**src/rtl/lab4_net_pkg.sv**
```systemverilog
// Shared definitions for the ring-router input controller: request bit positions, FSM states,
// and a helper that mirrors a directional request onto the opposite ring direction.
package lab4_net_pkg;

  localparam int REQ_WEST  = 0;
  localparam int REQ_TERM  = 1;
  localparam int REQ_EAST  = 2;
  localparam int REQ_NBITS = 3;

  typedef enum logic {
    IDLE = 1'b0,
    HOLD = 1'b1
  } state_t;

  // Swaps west/east; a terminal request maps onto itself.
  function automatic logic [REQ_NBITS-1:0] req_flip(input logic [REQ_NBITS-1:0] r);
    logic [REQ_NBITS-1:0] f;
    f           = '0;
    f[REQ_WEST] = r[REQ_EAST];
    f[REQ_EAST] = r[REQ_WEST];
    f[REQ_TERM] = r[REQ_TERM];
    return f;
  endfunction

endpackage

```
**src/rtl/lab4_net_RingRouteCompute.sv**
```systemverilog
// Combinational ring route selection for one head message: shortest direction, with equidistant
// destinations resolved greedily (east) or adaptively from downstream credits and a fair toggle.
module lab4_net_RingRouteCompute
  import lab4_net_pkg::*;
#(
  parameter int p_router_id      = 0,
  parameter int p_num_routers    = 8,
  parameter int p_num_free_nbits = 2,
  localparam int c_dest_nbits    = $clog2(p_num_routers)
) (
  input  logic [c_dest_nbits-1:0]     dest,
  input  logic [p_num_free_nbits-1:0] num_free_west,
  input  logic [p_num_free_nbits-1:0] num_free_east,
  input  logic                        tie_tgl,
  input  logic                        mode,
  output logic [REQ_NBITS-1:0]        route,
  output logic                        tie,
  output logic                        tie_brk
);

  localparam logic [c_dest_nbits-1:0] c_id = c_dest_nbits'(p_router_id);

  logic [c_dest_nbits-1:0] dist_east;
  logic [c_dest_nbits-1:0] dist_west;

  // Both distances wrap modulo the ring size through the natural width of the subtraction.
  assign dist_east = dest - c_id;
  assign dist_west = c_id - dest;

  always_comb begin
    route   = '0;
    tie     = 1'b0;
    tie_brk = 1'b0;
    if (dest == c_id) begin
      route[REQ_TERM] = 1'b1;
    end else if (dist_east < dist_west) begin
      route[REQ_EAST] = 1'b1;
    end else if (dist_west < dist_east) begin
      route[REQ_WEST] = 1'b1;
    end else begin
      tie = 1'b1;
      if (!mode) begin
        route[REQ_EAST] = 1'b1;
      end else if (num_free_west > num_free_east) begin
        route[REQ_WEST] = 1'b1;
      end else if (num_free_east > num_free_west) begin
        route[REQ_EAST] = 1'b1;
      end else begin
        tie_brk = 1'b1;
        if (tie_tgl) begin
          route[REQ_WEST] = 1'b1;
        end else begin
          route[REQ_EAST] = 1'b1;
        end
      end
    end
  end

endmodule

```
**src/rtl/lab4_net_adaptive_input_ctrl.sv**
```systemverilog
// Input-port controller: requests an output for the head message, holds it until granted, dequeues
// in the grant cycle (zero latency); a starved adaptive tie request re-routes after p_stall_limit cycles.
module lab4_net_adaptive_input_ctrl
  import lab4_net_pkg::*;
#(
  parameter int p_router_id      = 0,
  parameter int p_num_routers    = 8,
  parameter int p_num_free_nbits = 2,
  parameter int p_adaptive       = 1,
  parameter int p_stall_limit    = 4,
  localparam int c_dest_nbits    = $clog2(p_num_routers)
) (
  input  logic                        clk,
  input  logic                        reset,
  input  logic [c_dest_nbits-1:0]     dest,
  input  logic                        in_val,
  output logic                        in_rdy,
  input  logic [p_num_free_nbits-1:0] num_free_west,
  input  logic [p_num_free_nbits-1:0] num_free_east,
  output logic [REQ_NBITS-1:0]        reqs,
  input  logic [REQ_NBITS-1:0]        grants
);

  localparam int                       c_stall_nbits = $clog2(p_stall_limit + 1);
  localparam logic [c_stall_nbits-1:0] c_stall_max   = c_stall_nbits'(p_stall_limit);
  localparam logic [c_stall_nbits-1:0] c_stall_one   = c_stall_nbits'(1);
  localparam logic                     c_mode        = (p_adaptive != 0);

  state_t                     state_q, state_d;
  logic [REQ_NBITS-1:0]       route_q, route_d;
  logic                       tie_q, tie_d;
  logic                       tbrk_q, tbrk_d;
  logic [c_stall_nbits-1:0]   stall_cnt_q, stall_cnt_d;
  logic                       tie_tgl_q, tie_tgl_d;

  logic [REQ_NBITS-1:0]       route_c;
  logic                       tie_c;
  logic                       tbrk_c;
  logic [REQ_NBITS-1:0]       reqs_c;
  logic                       granted;
  logic [p_num_free_nbits-1:0] opp_free;
  logic                       reroute;

  lab4_net_RingRouteCompute #(
    .p_router_id      (p_router_id),
    .p_num_routers    (p_num_routers),
    .p_num_free_nbits (p_num_free_nbits)
  ) u_route (
    .dest          (dest),
    .num_free_west (num_free_west),
    .num_free_east (num_free_east),
    .tie_tgl       (tie_tgl_q),
    .mode          (c_mode),
    .route         (route_c),
    .tie           (tie_c),
    .tie_brk       (tbrk_c)
  );

  always_ff @(posedge clk or posedge reset) begin
    if (reset) begin
      state_q     <= IDLE;
      route_q     <= '0;
      tie_q       <= 1'b0;
      tbrk_q      <= 1'b0;
      stall_cnt_q <= '0;
      tie_tgl_q   <= 1'b0;
    end else begin
      state_q     <= state_d;
      route_q     <= route_d;
      tie_q       <= tie_d;
      tbrk_q      <= tbrk_d;
      stall_cnt_q <= stall_cnt_d;
      tie_tgl_q   <= tie_tgl_d;
    end
  end

  // Outputs are gated by reset so a held request cannot leak while reset is asserted.
  always_comb begin
    reqs_c = '0;
    if (!reset && in_val) begin
      reqs_c = (state_q == HOLD) ? route_q : route_c;
    end
    granted = ((grants & reqs_c) == reqs_c);
    in_rdy  = in_val && (reqs_c != '0) && granted;
    reqs    = reqs_c;
  end

  always_comb begin
    opp_free = route_q[REQ_EAST] ? num_free_west : num_free_east;
    reroute  = c_mode && tie_q && (stall_cnt_q == c_stall_max) && (opp_free != '0);
  end

  always_comb begin
    state_d     = state_q;
    route_d     = route_q;
    tie_d       = tie_q;
    tbrk_d      = tbrk_q;
    stall_cnt_d = stall_cnt_q;
    tie_tgl_d   = tie_tgl_q;
    case (state_q)
      IDLE: begin
        if (in_val && !granted) begin
          state_d     = HOLD;
          route_d     = route_c;
          tie_d       = tie_c;
          tbrk_d      = tbrk_c;
          stall_cnt_d = c_stall_one;
        end
      end
      HOLD: begin
        if (!in_val || granted) begin
          state_d     = IDLE;
          route_d     = '0;
          tie_d       = 1'b0;
          tbrk_d      = 1'b0;
          stall_cnt_d = '0;
        end else if (reroute) begin
          // Once flipped, the route no longer reflects the equal-count tie-break.
          route_d     = req_flip(route_q);
          tbrk_d      = 1'b0;
          stall_cnt_d = '0;
        end else if (stall_cnt_q != c_stall_max) begin
          stall_cnt_d = stall_cnt_q + c_stall_one;
        end
      end
    endcase
    if (in_rdy && ((state_q == IDLE) ? tbrk_c : tbrk_q)) begin
      tie_tgl_d = ~tie_tgl_q;
    end
  end

endmodule

```
**config.mk**
```make
export PLATFORM = sky130hd
export DESIGN_NAME = lab4_net_adaptive_input_ctrl
export DESIGN_NICKNAME = d
export VERILOG_FILES = /design/src/rtl/lab4_net_pkg.sv /design/src/rtl/lab4_net_RingRouteCompute.sv /design/src/rtl/lab4_net_adaptive_input_ctrl.sv
export SDC_FILE = /design/constraint.sdc
export NUM_CORES = 1
export LEC_CHECK = 0
export ABC_AREA = 1
export BUFFER_PORTS_ARGS = -buffer_cell sky130_fd_sc_hd__buf_2
export CAP_MARGIN = 20
export CORE_ASPECT_RATIO = 0.75
export CORE_UTILIZATION = 55
export DETAILED_ROUTE_END_ITERATION = 8
export PLACE_DENSITY = 0.78
export SLEW_MARGIN = 10
export SYNTH_ARGS = -nofsm -noshare
export SYNTH_HDL_FRONTEND = slang
export SYNTH_HIERARCHICAL = 1
export SYNTH_SLANG_ARGS = --single-unit
```
**constraint.sdc**
```tcl
create_clock -name clk -period 2.6 [get_ports clk]
set_clock_uncertainty 0.05 [all_clocks]
set_input_delay 0.26 -clock clk [delete_from_list [all_inputs] [get_ports clk]]
set_output_delay 0.26 -clock clk [all_outputs]
set_load 0.005 [all_outputs]
```
======== After elaboration in Yosys (flattened, before gate mapping) ========
Cells that the tools add are included.
Widths: inputs -> output; s select.
storage, ports and cells
  word-level logic and storage cells ...... 84
  output and inout port bits .............. 4
  register bits ........................... 10
  bits of input ports ..................... 13
cells by class
  bitwise operators ....................... 3
  order comparisons ....................... 4
  $add $sub $neg .......................... 2
  reductions and logical operators ........ 17
  equality and inequality tests ........... 7
  multiplexer cells ....................... 44
operator list
  kind                 number
  $mux 1               29
  $mux 3               9
  $pmux 3 s2           2
  $logic_and 1x1->1    7
  $lt 3x3->1           2
  $pmux 1 s2           3
  $reduce_and 2->1     3
  $gt 2x2->1           2
  $ne 4x1->1 const B   1
  $add 3x1->3 const B  1
  $and 3x3->3          1
  $eq 3x3->1           1
  $eq 3x3->1 const B   1
  $logic_not 1->1      3
  $logic_not 3->1      1
  $ne 3x1->1 const B   1
  $ne 3x3->1 const B   1
  $reduce_bool 3->1    1
  $sub 1x3->3 const A  1
  $mux 2               1
  $ne 2x1->1 const B   1
  $ne 2x2->1 const B   1
  $not 1->1            2
  $reduce_bool 2->1    1
  $logic_or 1x1->1     1

======== Logic depth before layout (Yosys ltp) ========
Gate-level depths: netlist of run 1.
  word-level depth ........................ 14
  mapped depth ............................ 22
  gate-level depth less buffers ........... 21

======== By module ========
Netlist of run 1, hierarchy kept.
modules (own cells, without submodules)
  module                        seq. area each (um^2)  area each (um^2)  cells each  times used
  lab4_net_adaptive_input_ctrl  250.2                  793.3             111         1
  lab4_net_RingRouteCompute     0.0                    244.0             50          1

======== Worst setup path after synthesis of run 1 ========
OpenSTA, ideal clock, no wires.
  kind .................................... input to register
  start ................................... in dest[1]
  end ..................................... reg stall_cnt_q[1]
  data required time ...................... 2.432 ns
  setup time .............................. 0.118 ns
  stages .................................. 22
  arrival time ............................ 2.107 ns
  buffers on the path ..................... 1
  slack ................................... 0.325 ns
  cells stage by stage .................... inv_1 ha_1 ha_1 inv_1 nand2_1 nand2_2 inv_2 nand2_2 nand2_1 nand2_1 nor2_1 nand2_1 nand2_2 nand3b_4 nand3_4 buf_8 inv_2 ha_1 inv_1 nand2_1 nand2_1 nand2_1
on the way
  cells in the longest elaborated chain, start to end .. 13
  elaborated cells on any way between the ends .. 23
  classes of those cells .................. 1 x add/sub; 2 x order compare; 3 x eq/ne; 11 x mux; 1 x bitwise; 5 x reduce/logical
ends and longest elaborated chain
  element                            line                                 RTL
  start, declared                    lab4_net_adaptive_input_ctrl.sv:15   input logic [c_dest_nbits-1:0] dest,
  $sub 1x3->3                        lab4_net_RingRouteCompute.sv:28      assign dist_west = c_id - dest;
  $lt 3x3->1                         lab4_net_RingRouteCompute.sv:38      end else if (dist_west < dist_east) begin
  $mux 1                             lab4_net_RingRouteCompute.sv:38
  $mux 1                             lab4_net_RingRouteCompute.sv:36      end else if (dist_east < dist_west) begin
  $mux 1 *                           lab4_net_RingRouteCompute.sv:34      if (dest == c_id) begin
  named net route_c[0]               lab4_net_adaptive_input_ctrl.sv:36   logic [REQ_NBITS-1:0] route_c;
  $mux 3 *                           lab4_net_adaptive_input_ctrl.sv:81   reqs_c = (state_q == HOLD) ? route_q : route_c;
  $mux 3 *                           lab4_net_adaptive_input_ctrl.sv:80   if (!reset && in_val) begin
  $and 3x3->3                        lab4_net_adaptive_input_ctrl.sv:83   granted = ((grants & reqs_c) == reqs_c);
  $eq 3x3->1 *                       lab4_net_adaptive_input_ctrl.sv:83
  $logic_not 1->1                    lab4_net_adaptive_input_ctrl.sv:102  if (in_val && !granted) begin
  $logic_and 1x1->1                  lab4_net_adaptive_input_ctrl.sv:102
  $ne 2x2->1 (no source line)        n/a
  $reduce_and 2->1 (no source line)  n/a
  end signal, assigned               lab4_net_adaptive_input_ctrl.sv:72   stall_cnt_q <= stall_cnt_d;
  end, declared                      lab4_net_adaptive_input_ctrl.sv:33   logic [c_stall_nbits-1:0] stall_cnt_q, stall_cnt_d;
The timed path passes the listed nets; every way through them passes the cells marked *.
A chain may end at the register's enable or synchronous reset.

======== Worst setup path after layout of run 1 ========
Same ends and word-level chain as after synthesis.

==> results.md, run 1 <==
- The number of CTS-inserted buffers is 3.
- The number of remaining DRC errors is 0.
- The fraction of synthesized cell area taken by the top area cell type is 0.241.
- The pin count of the biggest net entering global routing is 16.
- The final clock period utilization by the worst path is 0.907.
- The worst supply voltage drop on vdd is 0.329 mV.
- The maximum cell stage delay along the critical path is 0.31 ns.
- In this run the power spent charging and discharging nets is 236 uW.
- The critical path arrival is 2.46 ns.
- The congestion estimate from routability-driven global placement came to 0.883.
- The routed via count is 988.
- The internal cell power is 338 uW.
- The repair_antennas step left the layout with diodes totalling 0.
- The count of buffers from port buffering is 16.
- The post-layout net count is 208.
- The hold violation count in the final report is 0.
- The total number of H-tree levels is 1.
- Pin placement for this block handled 17 I/O pins.
- The clock net in this run drives a total of 10 sinks.
- Of the total power, registers draw 0.421.
- The worst endpoint required time is 2.70 ns.
- The number of core rows is 13.
- The residual overflow from global routing is 0.
- The number of buffers on the longest clock path is 2.
- For this configuration, the core starts out at a cell density of 0.590.
- The worst-case reg-to-reg path depth is 9.
- From bottom edge to top edge, the die measures 39.6 microns.
- The overall global routing resource usage is 0.236.
- The smallest clock period supported by the final layout is computed as 2.36 ns.
- For hold timing, the worst endpoint is tie_q$_DFFE_PP0P_.
- The startpoint kind of the worst setup timing path is a primary input.
- The category of the most critical setup path is in2reg.
- The tree is rooted in a sky130_fd_sc_hd__clkbuf_4.
- Leaving out fill and tap cells, the most frequent cell in the layout is sky130_fd_sc_hd__nand2_1.
- The clock tree from TritonCTS is built.
- The highest-delay cell along the critical path is sky130_fd_sc_hd__ha_1.
- The width of the die is 52.1 microns.
- The final number of max-transition violations is 0.
- Setup repair after global routing left no endpoint under its margin.
- Of the total power, the share spent switching nets is 0.411.
- The floorplan step defined a die boundary enclosing 0.00207 sq mm.
- Relative to the synthesized area, the layout overhead comes to 13.1%.
- In the final layout, the share of cells above drive strength 1 is 0.219.
- During synthesis, Yosys emitted a total of 6 warnings.
- The initial antenna violation count came to 0.
- The power consumption is 575 uW.
- The tightest hold path in the finished design has a slack of 0.435 ns.
- The number of search-and-repair iterations in the first detailed-routing pass is 4.
- Summing all placed instances gives a cell area of 0.00113 sq mm.
- The antenna violation net count after detailed routing is 0.
- The first-pass GRT wire length is 3.35 mm.
- STA classifies the critical path endpoint as a flip-flop.
- Leaving out fill and tap cells, the most frequent cells in the layout are 62 x sky130_fd_sc_hd__nand2_1, 28 x sky130_fd_sc_hd__inv_1, 16 x sky130_fd_sc_hd__buf_2.
- Summing every instance area after synthesis gives 0.00104 sq mm.
- The share of total power in combinational logic is 0.394.
- For the final routed database, the setup TNS stands at 0 ns.
- The worst hold path begins at tie_q$_DFFE_PP0P_.
- The ratio of routed vias to standard cells is 4.82.
- In this design, the critical path's most frequently occurring cell is sky130_fd_sc_hd__nand2_1.
- The post-synthesis cell count is 161.
- The worst hold path depth is 2.
- The synthesized design spends more area on one cell type than any other, namely sky130_fd_sc_hd__dfrtp_1.
- The max-capacitance violation count is 0.
- The HPWL after detailed placement is 1.66 mm.
- The fmax is 0.424 GHz.
- The clock latency on the worst-skew pair is 0.27 ns.
- The worst register-to-register path begins at state_q$_DFF_PP0_.
- The peak fanout along the critical path is 11.
- The capturing point of the worst reg2reg path is route_q[1]$_DFFE_PP0P_.
- For this design the static power due to leakage is 0.751 nW.
- In this run the mean area of a mapped cell was 6.44 sq um.
- The via count of the first global-routing pass is 846.
- After clock tree synthesis, the clock-pin slew on the worst setup and hold paths is 0.06 ns.
- In this run, distinct cell masters in the synthesized netlist total 24.
- Of the total power, the clock network draws 0.185.
- Summing all non-filler instances in the final layout gives an area of 0.00117 sq mm.
- The floorplan step defined a core boundary enclosing 0.00176 sq mm.
- For flop-to-flop paths, the worst setup slack is 0.58 ns.
- The run finished with clean final reports.
- The number of storage elements in the synthesis netlist is 10.
- The final wirelength is 2.08 mm.
- The share of the Yosys chip area taken by registers is 0.241.
- The wire length per cell after detailed routing is 10.2 microns.
- After synthesis, the cell types taking the most area are sky130_fd_sc_hd__dfrtp_1 24%, sky130_fd_sc_hd__nand2_1 22%, sky130_fd_sc_hd__ha_1 12%.
- The signal on the critical path passes through buf_2 -> inv_1 -> ha_1 -> ha_1 -> inv_1 -> nand2_1 -> nand2_2 -> inv_2 -> nand2_2 -> nand2_1 -> nand2_1 -> nor2_1 -> nand2_1 -> nand2_2 -> nand3_2 -> nand3_4 -> buf_4 -> inv_2 -> ha_1 -> inv_1 -> nand2_1 -> nand2_1 -> nand2_1.
- The classification of the worst-slack hold path is reg2reg.
- Setup violations remaining at the end of the flow were counted as 0.
- In this run the power density over the cells is 490 mW/mm^2.
- The number of gates resized after CTS was 0.
- The number of DRC markers in iteration 0 is 37.
-- flip-flops by register name (all words and copies together), names as in the netlist --
register and cells:
route_q 3, stall_cnt_q 3, state_q 1, tbrk_q 1
tie_q 1, tie_tgl_q 1
-- synthesized netlist by cell type (all sizes together) --
cell type  number
nand2          70
or2             1
a31oi           1
ha             10
inv            32
xnor2           1
o21ai           5
conb            1
nand3b          3
nor3            1
a21oi           1
nor2           10
buf             2
dfrtp          10
nand3          12
nand4           1
-- per-stage QoR --
stage                     instances  utilization  setup slack [ns]
after floorplan                 163            -             0.325
after global placement          199        0.641             0.116
after detailed placement        199        0.641            0.0254
after CTS                       203        0.660             0.131
after global routing            205        0.668            0.0439
final                           205        0.668             0.242
-- power groups by stage --
stage                     clock (mW)  combinational [mW]  sequential [mW]
after floorplan                    0               0.181            0.228
after global placement             0               0.211            0.242
after detailed placement           0               0.218            0.244
after CTS                      0.110               0.221            0.241
after global routing           0.118               0.260            0.249
final                          0.106               0.227            0.242
-- worst max-delay path by stage --
stage          startpoint  cells after the start                          to  slack (ns)
4_1_cts           dest[1]                     17                      in_rdy        0.13
6_report          dest[1]                     23  stall_cnt_q[1]$_DFFE_PP0P_        0.24
3_3_place_gp      dest[1]                     18      route_q[1]$_DFFE_PP0P_        0.12
3_5_place_dp      dest[1]                     18      route_q[1]$_DFFE_PP0P_        0.03
2_1_floorplan     dest[1]                     22  stall_cnt_q[1]$_DFFE_PP0P_        0.33
5_1_grt           dest[1]                     23  stall_cnt_q[1]$_DFFE_PP0P_        0.04
-- layer usage --
metal	wire length, microns	vias to the layer above	global-route usage
met4	0	0	0.0461
met5	0	-	0
li1	-	524	-
met2	933	34	0.417
met3	188	0	0.0814
met1	960	430	0.281
-- critical path, delay by kind of cell --
family	cells	cell delay, ns
AND/OR/NAND/NOR	13	0.95
adder cells (fa/ha/maj)	3	0.71
buffers and inverters	7	0.55
-- cell families after synthesis --
| logic type | synth area share |
|---|---|
| AOI/OAI and AO/OA | 0.0386 |
| xor gates and xnor gates | 0.00845 |
| adders and majority gates | 0.121 |
| buffers and inverters | 0.141 |
| DFF | 0.241 |
| other | 0.00362 |
| and+or+nand+nor | 0.446 |
-- area by class of cell --
class | count | area, sq um
clock buffer | 3 | 22.5
fill | 153 | 583
inverter | 32 | 120
multi-input combinational | 119 | 648
sequential | 10 | 250
tap | 22 | 27.5
timing repair buffer | 19 | 105
-- what timing repair did --
action	CTS	global route
endpoints found under the setup margin	0	1
hold buffers	1	0
setup buffers	0	2
hold endpoints to repair	10	0
No activity file was read; power rests on OpenSTA's default activity.
==> run 2: changes to the inputs <==
--- a/config.mk
+++ b/config.mk
@@ -5,15 +5,12 @@
 export SDC_FILE = /design/constraint.sdc
 export NUM_CORES = 1
 export LEC_CHECK = 0
-export ABC_AREA = 1
 export BUFFER_PORTS_ARGS = -buffer_cell sky130_fd_sc_hd__buf_2
 export CAP_MARGIN = 20
-export CORE_ASPECT_RATIO = 0.75
-export CORE_UTILIZATION = 55
+export CORE_UTILIZATION = 54
 export DETAILED_ROUTE_END_ITERATION = 8
 export PLACE_DENSITY = 0.78
 export SLEW_MARGIN = 10
 export SYNTH_ARGS = -nofsm -noshare
 export SYNTH_HDL_FRONTEND = slang
-export SYNTH_HIERARCHICAL = 1
 export SYNTH_SLANG_ARGS = --single-unit
==> run 2 against run 1 <==
Clock power is 36% higher; global-route usage is 1.5 points higher; largest power group is now combinational logic; combinational power is 26% higher; non-clock buffer count is 13 higher.
==> results.md, run 2 <==
- Along the worst path, the maximum fanout reaches 5.
- Counting every sink on the clock net gives 10.
- The fraction of synthesized cell area taken by the top area cell type is 0.270.
- The setup path with the least slack is of type in2out.
- Headroom to the max-slew limit came out at 0.464.
- In this run the remaining antenna-violating nets after routing total 0.
- During I/O placement, the number of pins put on the boundary was 17.
- Summed over all layers, the global routing overflow is 0.
- The routability congestion estimate from global placement is 0.933.
- The routed via count is 947.
- The cell count after synthesis came out at 112.
- The classification of the worst-slack hold path is in2async.
- The highest-delay cell along the critical path is sky130_fd_sc_hd__a221o_2.
- After synthesis, the most frequently instantiated cells are 11 x sky130_fd_sc_hd__inv_1, 10 x sky130_fd_sc_hd__a21oi_1, 10 x sky130_fd_sc_hd__dfrtp_1, 10 x sky130_fd_sc_hd__ha_1, 9 x sky130_fd_sc_hd__nand2_1.
- The final clock period utilization by the worst path is 0.968.
- The capturing point of the worst reg2reg path is stall_cnt_q[1]$_DFFE_PP0P_.
- The total number of H-tree levels is 1.
- Summed over all cells, the static leakage comes to 0.608 nW.
- The initial utilization of the core area, before any placement, comes to 0.596.
- The hold violation count in the final report is 0.
- The buffering stage count on the worst path with inverters included is 4.
- In this run the worst setup path terminates at in_rdy.
- The detailed router finished its first iteration with 40 violations.
- The maximum cell stage delay along the critical path is 0.39 ns.
- Counting distinct cell types in the post-synthesis netlist gives 39.
- The most numerous cell type found on the critical path is sky130_fd_sc_hd__buf_2.
- Among all flip-flop cells after synthesis, the most frequent one is sky130_fd_sc_hd__dfrtp_1.
- The most instantiated library cell after synthesis is sky130_fd_sc_hd__inv_1.
- The first-pass GRT wire length is 3.55 mm.
- The core region is 0.00156 sq mm.
- The number of nets handed over by synthesis was 135.
- The ratio of routed vias to standard cells is 5.88.
- The startpoint kind of the worst setup timing path is a primary input.
- The most critical setup path has its startpoint at dest[1].
- The number of search-and-repair iterations in the first detailed-routing pass is 6.
- Measured on the finished design, the core utilization comes to 0.786.
- The library cells used most frequently in the layout, excluding fill and tap cells, are 15 x sky130_fd_sc_hd__buf_2, 15 x sky130_fd_sc_hd__buf_4, 10 x sky130_fd_sc_hd__inv_1, 10 x sky130_fd_sc_hd__a21oi_1, 10 x sky130_fd_sc_hd__dfrtp_1.
- The half-perimeter wire length after placement is 1.73 mm.
- Entering global routing, the biggest net connects 14 pins.
- After the last flow step, the layout net total stands at 169.
- Sorting the synthesized cells by area gives the leading types as sky130_fd_sc_hd__dfrtp_1 27%, sky130_fd_sc_hd__ha_1 13%, sky130_fd_sc_hd__a21oi_1 5.4%.
- The total inserted antenna cells is 0.
- The clock tree from TritonCTS is built.
- Buffers inserted during clock tree synthesis total 3.
- The width of the die is 43.5 microns.
- For this run, design rule violations remaining after detail routing come to 0.
- In this run the number of cells on the critical path is 11.
- The worst path in the final design needs a cycle of 2.52 ns, including I/O delays and setup.
- The clock passes through at most 2 buffers.
- The largest registers in the layout are route_q (3), stall_cnt_q (3).
- The worst-case reg-to-reg path depth is 9.
- The critical path goes through buf_2 -> inv_1 -> ha_2 -> ha_4 -> xnor2_4 -> nand2_2 -> mux2_4 -> a221o_2 -> buf_6 -> nor3_1 -> buf_2.
- The final number of max-transition violations was 0.
- In this run the power density over the cells is 558 mW/mm^2.
- The fraction of registers with async set or reset after synthesis is 1.00.
- The dominant cell type by area after synthesis is sky130_fd_sc_hd__dfrtp_1.
- The clock reaches the later pin of the worst-skew pair after 0.27 ns.
- The die area is 0.00189 sq mm.
- The startpoint identified for the worst register-to-register timing path is state_q$_DFF_PP0_.
- The die height is 43.5 microns.
- The run finished with clean final reports.
- The count of buffers from port buffering is 16.
- Setup slack on the worst reg-to-reg path comes out at 0.13 ns.
- The tree is rooted in a sky130_fd_sc_hd__clkbuf_4.
- A synthesized cell averages 8.29 sq um.
- The synthesized design contains 10 register bits.
- Dividing the detail-routed wire length by the instance count gives 14.1 microns.
- The cell family contributing the most delay on the critical path is buffers and inverters.
- After filler insertion, the fill cell instance count of the layout stands at 114.
- The transition at the pin with the smallest max-transition slack is 0.793 ns.
- The tool flagged a number of max-cap violations equal to 0.
- Of the synthesized area, sequential elements account for 0.270.
- In the final layout, the share of cells above drive strength 1 is 0.352.
- The initial antenna violation count came to 0.
- For this run, the total global-route usage over all layers was measured as 0.251.
- Clock-pin slew was measured on the worst setup and hold paths at 0.07 ns.
- Data on the critical path arrives at its endpoint at 2.21 ns.
- The final setup violation count is 0.
- The final worst hold slack is 0.0921 ns.
- The via count of the first global-routing pass is 840.
- The area growth from synthesis to layout is 31.9%.
- The number of flops mapped to enable cells by yosys is 0.
- The worst endpoint required time is 2.29 ns.
- In this run the core area contains 14 standard-cell rows.
- Setup repair after global routing left no endpoint under its margin.
- Across the VDD grid, the largest voltage drop is 0.422 mV.
- The worst setup path is captured at a primary output.
- The final wirelength is 2.28 mm.
- The count of synthesis-stage warnings from yosys is 0.
- The mapped netlist covers 928 sq um.
- The fmax is 0.397 GHz.
run 2: cell types whose count changed in the layout (fill, tap and decap cells not counted), moves of 4 or more:
| cell | delta |
|---|---|
| sky130_fd_sc_hd__a21oi_1 | +10 |
| sky130_fd_sc_hd__buf_4 | +13 |
| sky130_fd_sc_hd__inv_1 | -18 |
| sky130_fd_sc_hd__nand2_1 | -53 |
| sky130_fd_sc_hd__nand2_2 | -7 |
| sky130_fd_sc_hd__nand3_1 | -7 |
| sky130_fd_sc_hd__nor2b_1 | +4 |
| sky130_fd_sc_hd__o21ai_0 | +5 |
run 2: worst min path at each step:
| stage | slack (ns) | cells past startpoint | startpoint | endpoint |
|---|---|---|---|---|
| after floorplan | 0.05 | 1 | reset | route_q[0]$_DFFE_PP0P_ |
| after global placement | 0.23 | 2 | reset | route_q[1]$_DFFE_PP0P_ |
| after detailed placement | 0.24 | 2 | reset | tie_q$_DFFE_PP0P_ |
| after CTS | 0.42 | 1 | tie_tgl_q$_DFFE_PP0P_ | tie_tgl_q$_DFFE_PP0P_ |
| after global routing | 0.14 | 2 | reset | route_q[0]$_DFFE_PP0P_ |
| final | 0.09 | 2 | reset | stall_cnt_q[0]$_DFFE_PP0P_ |
run 2: area by class of cell:
cell class                      instances  area [sq um]  share of cell area
Sequential cell                        10           250               0.204
Timing Repair Buffer                   32           211               0.173
Multi-Input combinational cell         87           662               0.540
Inverter                               12          45.0              0.0368
Clock buffer                            4          36.3              0.0296
Tap cell                               16          20.0              0.0163
run 2: logic make-up after synthesis:
logic type,synth area share
adders and majority gates,0.135
xor gates and xnor gates,0.0445
muxes,0.0377
AOI/OAI and AO/OA,0.210
and+or+nand+nor,0.239
DFF,0.270
buffers and inverters,0.0647
run 2: repair_timing:
action	in CTS	in global routing
hold buffers	1	0
setup buffers	0	2
setup endpoints to repair	1	2
resized for setup	1	7
pin swaps	1	4
hold endpoints to repair	10	0
run 2: report_power, final:
group          total, mW  leakage (nW)  switching, mW  internal [mW]
clock              0.144        0.0210         0.0590         0.0851
sequential         0.253         0.131         0.0520          0.201
combinational      0.286         0.456          0.141          0.146
run 2: worst reg2reg max path, delay by kind of cell, from the launching register on:
kind / cells / cell delay [ns]
compound gates: 5 / 0.97
buf+inv: 1 / 0.06
simple gates: 2 / 0.72
fa+ha+maj: 1 / 0.16
flops: 1 / 0.41
run 2: layer usage:
metal,share of wire,track usage,up-vias
met4,0.015,0.0875,0
met5,0,0,-
met1,0.42,0.306,440
met2,0.52,0.445,38
met3,0.047,0.0417,5
li1,-,-,464
run 2: stage by stage:
step / std cells / TNS, ns / setup WS (ns) / power (mW) / cell area, sq um
2_1_floorplan: 112 / 0 / 0.0169 / 0.417 / 931
3_3_place_gp: 155 / -0.149 / -0.0579 / 0.498 / 1120
3_5_place_dp: 155 / -0.427 / -0.106 / 0.513 / 1120
4_1_cts: 160 / 0 / 0.0205 / 0.658 / 1180
5_1_grt: 161 / 0 / 0.00796 / 0.727 / 1220
6_report: 161 / 0 / 0.0824 / 0.684 / 1220
==> run 3: changes to the inputs <==
==> constraint.sdc (replaced) <==
create_clock -name clk -period 2.6 [get_ports clk]
set_clock_uncertainty 0.05 [all_clocks]
set_input_delay 0.13 -clock clk [delete_from_list [all_inputs] [get_ports clk]]
set_output_delay 0.13 -clock clk [all_outputs]
set_load 0.005 [all_outputs]
==> run 3 against run 2 <==
Via count decreased by 4.6%; die area unchanged; register-to-register slack improved by 0.05 ns; final cell count decreased by 5.0%; utilization down 6.1 points; critical path depth unchanged; cell area down 7.8%; wire length shrank 6.5%; non-clock buffer count is 8 lower; power down 4.5%; first-iteration DRC count decreased by 38%; critical path type is now in2reg.
==> results.md, run 3 (synthesized netlist as in run 2, its figures left out) <==
- The critical path arrival is 2.59 ns.
- The most common cell after layout, fill and taps aside is sky130_fd_sc_hd__buf_2.
- The routed design uses 1.04 mm of met2 wire.
- The total inserted antenna cells is 0.
- The first routing iteration left 25 violations.
- Summed over all layers, the routed wires come to 2.13 mm.
- For the worst-skew pair, the clock arrives at the later sink with an insertion delay of 0.28 ns.
- Of the cells placed in the final design, the portion with a size suffix greater than 1 is 0.299.
- The worst-case IR drop observed on VDD is 0.391 mV.
- STA classifies the critical path endpoint as a flip-flop.
- The classification of the worst-slack hold path is in2reg.
- Summed over all nets, wire length on met3 after detailed routing comes to 78 microns.
- The number of buffers on the longest clock path is 2.
- The power per standard cell area is 578 mW/mm^2.
- The transition at the pin with the smallest max-transition slack is 0.825 ns.
- The final design utilization is 0.725.
- In this run the clock root is driven by a sky130_fd_sc_hd__clkbuf_4.
- The total overflow left after global routing is 0.
- Along the worst path, the maximum fanout reaches 6.
- The flow ran to the end, and the final reports show no timing, DRC or antenna violations.
- The die height is 43.5 microns.
- The largest registers in the layout are route_q (3), stall_cnt_q (3).
- The pin count of the biggest net entering global routing is 14.
- The first-pass GRT wire length is 3.43 mm.
- After detailed routing, the number of remaining DRC violations is 0.
- The overall global routing resource usage is 0.247.
- The initial antenna violation count is 0.
- The die area is 0.00189 sq mm.
- At the end of the flow, the number of nets in the layout was 161.
- The top cell types in the final layout, fill and taps aside, are 16 x sky130_fd_sc_hd__buf_2, 10 x sky130_fd_sc_hd__inv_1, 10 x sky130_fd_sc_hd__a21oi_1, 10 x sky130_fd_sc_hd__dfrtp_1.
- The final critical path time including I/O delays and setup is 2.47 ns.
- TritonCTS built the clock tree.
- The critical path in this run is classified as in2reg.
- The static power due to leakage is 0.560 nW.
- The number of search-and-repair iterations in the first detailed-routing pass is 4.
- The width of the die is 43.5 microns.
- Signal routing reaches up to met4.
- The final worst hold slack is 0.344 ns.
- The worst endpoint required time is 2.72 ns.
- Setup repair after global routing left no endpoint under its margin.
- The routability congestion estimate from global placement is 0.838.
- After detailed routing, the average wire length per cell comes to 13.9 microns.
- The worst slack at placement is -0.0964 ns.
- The final clock period utilization by the worst path is 0.950.
- The antenna violation net count after detailed routing is 0.
- After layout, the design draws a total of 653 uW.
- The half-perimeter wire length after placement is 1.66 mm.
- The floorplan has 14 rows.
- The fmax is 0.405 GHz.
- Across all setup checks in the final design, the least slack found is 0.130 ns.
- The initial cell density of the core is 0.596.
- Summed over all failing endpoints, the final setup total negative slack is 0 ns.
- Summing over every cut layer, the via total after detailed routing is 903.
- After detailed routing, the number of vias per cell comes to 5.90.
- Across the run, the number of max-cap violations was 0.
- The final setup violation count is 0.
- The number of clock sinks seen by CTS is 10.
- Headroom to the max-slew limit came out at 0.443.
- The number of primary I/O pins is 17.
- The total number of H-tree levels is 1.
- After clock tree synthesis, the clock-pin slew on the worst setup and hold paths is 0.08 ns.
- The via count of the first global-routing pass is 801.
- Relative to the synthesized area, the layout overhead comes to 21.7%.
- Counting the buffers created by CTS gives 3.
- The hold violation count in the final report was 0.
- Buffers placed on the I/O ports in this run total 16.
- The placeable core region is 0.00156 sq mm.
- The startpoint kind of the worst setup timing path is a primary input.
- The final number of max-transition violations came to 0.
- After detailed routing, the wire length on met1 is 983 microns.
## run 3: timing repair
| item | CTS | global route |
|---|---|---|
| endpoints found under the setup margin | 0 | 1 |
| setup buffers | 0 | 0 |
| hold buffers | 1 | 0 |
| hold endpoints to repair | 10 | 0 |
| resized for setup | 0 | 4 |
## run 3: layer usage
layer  GRT usage  up-vias
li1            -      451
met1       0.296      421
met2       0.421       27
met3      0.0542        4
met4       0.113        0
met5           0        -
## run 3: final timing paths
| check | from | to | cells after the start | slack (ns) |
|---|---|---|---|---|
| worst max-delay path | reset | stall_cnt_q[1]$_DFFE_PP0P_ | 11 | 0.13 |
| worst min-delay path | num_free_west[0] | stall_cnt_q[2]$_DFFE_PP0P_ | 5 | 0.34 |
| worst max register to register | state_q$_DFF_PP0_ | stall_cnt_q[1]$_DFFE_PP0P_ | 9 | 0.18 |
| worst min register to register | tie_tgl_q$_DFFE_PP0P_ | tie_tgl_q$_DFFE_PP0P_ | 1 | 0.42 |
| max in group asynchronous | reset | tie_q$_DFFE_PP0P_ | 3 | 1.84 |
| min in group asynchronous | reset | stall_cnt_q[0]$_DFFE_PP0P_ | 3 | 0.36 |
## run 3: worst max-delay path, stage by stage
cell and delay, ns:
sky130_fd_sc_hd__dlygate4sd3_1 0.53, sky130_fd_sc_hd__buf_2 0.13, sky130_fd_sc_hd__or4b_4 0.50, sky130_fd_sc_hd__a211o_1 0.26, sky130_fd_sc_hd__o211ai_2 0.08, sky130_fd_sc_hd__a221o_2 0.22, sky130_fd_sc_hd__inv_2 0.06, sky130_fd_sc_hd__ha_4 0.18
sky130_fd_sc_hd__nor3b_2 0.17, sky130_fd_sc_hd__a31oi_1 0.06, sky130_fd_sc_hd__o31ai_1 0.28
## run 3: metrics by stage
stage                     instance area [sq um]  cells
after floorplan                             928    112
after global placement                     1070    148
after detailed placement                   1070    148
after CTS                                  1110    153
after global routing                       1130    153
final                                      1130    153
## run 3: area by class of cell
class	instances	area [sq um]
Multi-Input combinational cell	87	636
Fill cell	118	429
Tap cell	16	20.0
Timing Repair Buffer	24	143
Sequential cell	10	250
Clock buffer	4	36.3
Inverter	12	45.0
## run 3: report_power, final
part	switching, mW	total, mW	internal (mW)	leakage, nW
combinational	0.134	0.255	0.121	0.407
clock	0.0622	0.147	0.0852	0.0210
sequential	0.0499	0.251	0.201	0.131
total	0.246	0.653	0.407	0.560
